[src/rtl/prio_encoder_reg.sv]
// Registered priority encoder with a valid/ready output handshake.
// Define PRIO_ENC_RR_EN for round-robin arbitration; default is fixed highest-index priority.
module prio_encoder_reg #(
    parameter int N = 8,
    parameter int W = $clog2(N)
) (
    input  logic         clk,
    input  logic         rst,
    input  logic         en,
    input  logic [N-1:0] i,
    input  logic         out_ready,
    output logic         in_ready,
    output logic [W-1:0] y,
    output logic         valid,
    output logic         multi
);

    localparam logic [0:0] ST_EMPTY = 1'b0;
    localparam logic [0:0] ST_FULL  = 1'b1;

    logic [0:0]   r_state;
    logic [W-1:0] r_y;
    logic         r_multi;

    logic [W-1:0] w_sel;
    logic         w_any;
    logic         w_multi;
    logic         w_capture;

    assign w_any     = |i;
    // Clearing the lowest set bit leaves something only if two or more bits were set.
    assign w_multi   = |(i & (i - N'(1)));
    assign in_ready  = (r_state == ST_EMPTY) || out_ready;
    assign w_capture = en && in_ready && w_any;

`ifdef PRIO_ENC_RR_EN
    logic [W-1:0] r_ptr;
    logic [W-1:0] w_sel_hi;
    logic [W-1:0] w_sel_lo;
    logic         w_found_hi;

    // NOTE: every comb output gets a default first, so no path leaves it unassigned and no latch is inferred.
    always_comb begin
        w_sel_hi   = '0;
        w_sel_lo   = '0;
        w_found_hi = 1'b0;
        // Scanning downward, the last hit is the lowest index in each class.
        for (int k = N - 1; k >= 0; k--) begin
            if (i[k]) begin
                w_sel_lo = W'(k);
                if (W'(k) >= r_ptr) begin
                    w_sel_hi   = W'(k);
                    w_found_hi = 1'b1;
                end
            end
        end
        w_sel = w_found_hi ? w_sel_hi : w_sel_lo;
    end

    always_ff @(posedge clk) begin
        if (rst) begin
            r_ptr <= '0;
        end else if (w_capture) begin
            r_ptr <= (w_sel == W'(N - 1)) ? '0 : w_sel + W'(1);
        end
    end
`else
    always_comb begin
        w_sel = '0;
        for (int k = 0; k < N; k++) begin
            if (i[k]) begin
                w_sel = W'(k);
            end
        end
    end
`endif

    // NOTE: sequential state uses non-blocking assignments so all registers update from pre-edge values.
    always_ff @(posedge clk) begin
        if (rst) begin
            r_state <= ST_EMPTY;
            r_y     <= '0;
            r_multi <= 1'b0;
        end else begin
            if (w_capture) begin
                r_y     <= w_sel;
                r_multi <= w_multi;
            end
            case (r_state)
                ST_EMPTY: if (w_capture) r_state <= ST_FULL;
                ST_FULL:  if (!w_capture && out_ready) r_state <= ST_EMPTY;
                default:  r_state <= ST_EMPTY;
            endcase
        end
    end

    assign y     = r_y;
    assign valid = (r_state == ST_FULL);
    assign multi = r_multi;

endmodule

[config.mk]
export PLATFORM = sky130hd
export DESIGN_NAME = prio_encoder_reg
export DESIGN_NICKNAME = d
export VERILOG_FILES = /design/src/rtl/prio_encoder_reg.sv
export SDC_FILE = /design/constraint.sdc
export NUM_CORES = 1
export LEC_CHECK = 0
export BUFFER_PORTS_ARGS = -buffer_cell sky130_fd_sc_hd__clkbuf_2
export CAP_MARGIN = 15
export CORE_AREA = 2 2 39 41
export DETAILED_ROUTE_END_ITERATION = 8
export DIE_AREA = 0 0 41 43
export PLACE_DENSITY = 0.61
export SLEW_MARGIN = 10
export SYNTH_ARGS = -nofsm -noshare
export SYNTH_HDL_FRONTEND = slang
export SYNTH_SLANG_ARGS = --single-unit
[constraint.sdc]
create_clock -name clk -period 2.3 [get_ports clk]
set_input_delay 0.23 -clock clk [delete_from_list [all_inputs] [get_ports clk]]
set_output_delay 0.23 -clock clk [all_outputs]
set_load 0.01 [all_outputs]
After elaboration in Yosys (flattened, before gate mapping). Index checks and enable logic that the tools add are counted.

$add $sub $neg: 1. Multiplexer cells: 10. Bitwise logic cells: 2. Reduce and logical (&&, ||, !) cells: 7.

Operators by type and width (number): $reduce_or 8->1 (2); $mux 3 (5); $and 8x8->8 (1); $sub 8x1->8 const B (1); $logic_and 1x1->1 (3); $mux 1 (3); $mux 2 (1); $pmux 1 s2 (1); $logic_not 1->1 (1); $logic_or 1x1->1 (1); $not 1->1 (1).

Flip-flop bits (word level): 5. Bits of input ports: 12. Output and inout port bits: 6. Word-level logic and storage cells: 23.

Logic depth before layout (Yosys ltp).
Depth in word-level cells: 8. Depth in mapped cells: 5. Mapped depth without buffers: 4.

Worst setup path after synthesis. OpenSTA, ideal clock, no wires.

Path type: input-to-reg. From: input i[5]. To: register r_y[0], in the netlist y[0]. Library setup time: 0.121 ns. Data arrival time: 1.251 ns. Data required time: 2.179 ns. Path slack: 0.928 ns. Stages on the path: 5. Path buffers: 1. Cell sequence: buf_6 > or4_4 > o211ai_4 > and2b_2 > nor3_2.

Word-level cells in the longest chain between the ends: 3. Elaborated cells between the ends (all ways): 5. Classes of those cells: mux (3); reduce/logical (2).

Ends and longest elaborated chain: start: declaration (line 10) `input logic [N-1:0] i,`; $mux 3 (3 in a row) (line 71) `if (i[k]) begin`; end signal: assignment (line 86) `r_y <= w_sel;`; end: declaration (line 22) `logic [W-1:0] r_y;`.

Parallel ways exist; a longest one is shown, timed or not. A chain may end at the register's enable or synchronous reset.

Worst setup path in the final report.
From: input i[1]. To: register r_multi, in the netlist multi.

Word-level cells in the longest chain between the ends: 3. Elaborated cells between the ends (all ways): 5. Classes of those cells: add/sub (1); bitwise (1); reduce/logical (3).

Ends and longest elaborated chain: $sub 8x1->8 (line 32) `assign w_multi = |(i & (i - N'(1)));`; $and 8x8->8 (line 32); $reduce_or 8->1 (line 32); end signal: assignment (line 87) `r_multi <= w_multi;`; end: declaration (line 23) `logic r_multi;`.

Parallel ways exist; a longest one is shown, timed or not.

==> run summary <==
The run finished with clean final reports. The placed instances occupy a cell area of 438 sq um. The via density per instance is 5.30. Time the worst path needs with I/O delays and setup: 1300 ps. The tool flagged a number of max-cap violations equal to 0.

Transition at the pin with the smallest max-transition slack: 634 ps. In this run the core area contains 14 standard-cell rows. The worst min-delay path startpoint was rst. The final layout net count came out at 73. The cell depth of the worst flop-to-flop path is 4, and the final count of pins violating max slew is 0.

After clock tree synthesis, the clock-pin slew on the worst setup and hold paths is 50 ps. The H-tree level count is 1. The number of clock sinks is 5, and the worst slack at placement is 800 ps. The horizontal die dimension is 41 um.

For the remaining max-slew budget at the tightest pin, the log shows 0.573. HPWL reported at the end of detailed placement: 637 um. The finished cells cover 464 sq um.

The logs give 0.291 for the register area share after synthesis and 0.249 for the initial standard-cell utilization of the core. Counting the buffers created by CTS gives 3. Among all stages on the critical path, the largest delay is contributed by sky130_fd_sc_hd__nor4_1. The logs give 858 um for the routed wire length and 0 for the initial antenna violation count. The non-filler instance count after layout is 76. The cell taking the most area after synthesis was sky130_fd_sc_hd__dfxtp_1.

The die covers 0.00176 sq mm. Synthesis instantiated 20 different standard cells from the library. The cell depth of the worst hold path works out to 2.

The tools report the startpoint type of the worst setup path as an input port. After detailed routing, the average wire length per cell comes to 11.3 um. The run gives 0 as the final number of hold-violating endpoints.

Tracing the worst setup path back leads to its startpoint at i[1]. The first global-routing pass estimated 1.35 mm of wire. Counting the fill cells in the layout gives 150. The average instance in the mapped netlist occupies 8.60 sq um. Setup repair after global routing left no endpoint under its margin.

The run gives 320 as the number of global-route vias before repair. Ratio of final minimum period to clock period: 0.565. Synthesis produced a netlist with a net count of 52. The run gives 18 as the count of boundary I/O pins.

The total via count in the routed design is 403, and the worst hold slack is 223 ps. In this run the tool buffered the top-level ports with 17 buffer cells. For the arrival time at the worst endpoint, the log shows 1420 ps. Across all setup checks in the final design, the least slack found is 1000 ps.

The share of cells above drive strength 1 came out at 0.433. The logs give 0 for the remaining global-route overflow and 0 ps for the accumulated negative setup slack. In this run the power density over the cells is 568 mW/mm^2.

Kind of critical path: in2reg. The maximum net fanout on the critical path is 5. The global placer's final weighted congestion was 0.761. The clock root buffer was sky130_fd_sc_hd__clkbuf_4. Setup violations remaining at the end of the flow were counted as 0.

Clock skew on the completed layout was measured at 1.07 ps. The maximum cell stage delay along the critical path is 590 ps. For the worst-skew pair, the clock arrives at the later sink with an insertion delay of 240 ps.

The tools report the antenna cell count as 0. TritonCTS built the clock tree. Relative to the synthesized area, the layout overhead comes to 34.9%. The worst setup path is captured at a register. Die height: 43 um.

Cell total after placement: 72. For this run, the detailed router's first-pass iteration total came to 4. The share of the synthesized area in the top cell type is 0.291, and the standard cell core area is 0.00138 sq mm. For the post-synthesis instance area, the log shows 344 sq um. Synthesis inferred 5 register bits. Hold repair after CTS inserted 0 buffers. Once detail routing completed, the nets flagged for antenna violations numbered 0.

The startpoint of the lowest-slack register-to-register path is valid. Based on the critical path, the design can be clocked at up to 770 MHz. The required time at the endpoint of the critical path is 2420 ps. Maximum number of pins on one net before global-route repair: 9. For this design the static power due to leakage is 0.208 nW.

Counting along the longest clock path gives a buffer depth of 2. The min-delay analysis places its worst path in the category in2reg. In this run, the number of DRC markers left after iteration 0 of detailed routing was 21. For this run, design rule violations remaining after detail routing come to 0.

Yosys printed 0 warnings. The cell count after synthesis was 40; the count of buffers added by post-CTS timing repair for setup was 0. The global-route usage over all layers is 0.116. The count of cells resized by post-cts repair came out at 0. For the largest vdd supply drop, the log shows 0.000147 V. The critical path goes through clkbuf_2 > nor4_1 > o21ai_0 > o211ai_1 > a221oi_1.

After synthesis, the cell types taking the most area are sky130_fd_sc_hd__dfxtp_1, sky130_fd_sc_hd__a211oi_1, sky130_fd_sc_hd__or4_4.
-- cells by family (layout without fill, tap and decap cells) --
kind of cell,after synthesis,after routing,synth area share
simple gates,17,17,0.320
compound gates,15,15,0.335
flops,5,5,0.291
buf+inv,3,23,0.0546
-- through the flow --
stage,total power (W),util
global route,0.000284,0.335
CTS,0.000268,0.335
global placement,0.000157,0.316
floorplan,0.000131,-
finish,0.000263,0.335
detailed placement,0.000158,0.316
-- Yosys cell counts --
library cell               number
sky130_fd_sc_hd__o211ai_4       1
sky130_fd_sc_hd__inv_1          2
sky130_fd_sc_hd__nor2_1         4
sky130_fd_sc_hd__a211oi_1       3
sky130_fd_sc_hd__o211ai_1       2
sky130_fd_sc_hd__a21o_2         1
sky130_fd_sc_hd__or4_4          2
sky130_fd_sc_hd__nand3_1        1
sky130_fd_sc_hd__a21oi_1        3
sky130_fd_sc_hd__a221oi_1       2
sky130_fd_sc_hd__nor4b_1        2
sky130_fd_sc_hd__nor3_1         1
sky130_fd_sc_hd__o21ai_0        3
sky130_fd_sc_hd__nand2b_1       2
sky130_fd_sc_hd__nor3_2         1
sky130_fd_sc_hd__buf_6          1
sky130_fd_sc_hd__and2b_2        1
sky130_fd_sc_hd__nand2_1        2
sky130_fd_sc_hd__dfxtp_1        5
sky130_fd_sc_hd__nor4_1         1
-- per-layer routing --
metal / GRT usage / wire length [um]
met5: 0 / 0
met4: 0.0800 / 20
met3: 0.0471 / 79
met2: 0.144 / 371
met1: 0.157 / 387
-- placed cells by master, fill, tap and decap left out, types with 2 or more instances in the layout --
cell,netlist,layout
sky130_fd_sc_hd__a221oi_1,2,2
sky130_fd_sc_hd__nor2_1,4,4
sky130_fd_sc_hd__inv_1,2,2
sky130_fd_sc_hd__o21ai_0,3,3
sky130_fd_sc_hd__o211ai_1,2,2
sky130_fd_sc_hd__nand2_1,2,2
sky130_fd_sc_hd__or4_4,2,2
sky130_fd_sc_hd__a21oi_1,3,3
sky130_fd_sc_hd__a211oi_1,3,3
sky130_fd_sc_hd__clkbuf_4,0,3
sky130_fd_sc_hd__clkbuf_2,0,17
sky130_fd_sc_hd__dfxtp_1,5,5
sky130_fd_sc_hd__nand2b_1,2,2
sky130_fd_sc_hd__nor4b_1,2,2
-- path summary, 6_finish.rpt --
path / to / slack, ps
worst min register to register: y[1] / 450
worst max register to register: multi / 1200
worst min-delay path: y[0] / 220
worst max-delay path: multi / 1000
-- worst max-delay path, delay by kind of cell --
kind / cells / cell delay, ps
AO/OA/AOI/OAI: 3 / 480
AND/OR/NAND/NOR: 1 / 590
buffers and inverters: 1 / 110
-- final cells by class --
class                           instances  area (sq um)  area share
Tap cell                               16          20.0      0.0431
Sequential cell                         5           100       0.216
Clock buffer                            4          26.3      0.0566
Timing Repair Buffer                   17          85.1       0.183
Multi-Input combinational cell         32           225       0.485
Inverter                                2          7.51      0.0162
-- power by group --
part	internal, W	total [W]	switching, W
clock network	0.0000659	0.000107	0.0000411
registers	0.0000939	0.0000971	0.00000320
logic	0.0000265	0.0000593	0.0000327
-- sequential cells by signal, indices dropped and copies added (netlist names) --
name,cells
valid,1
multi,1
y,3
(Power assumes the default switching activity.)
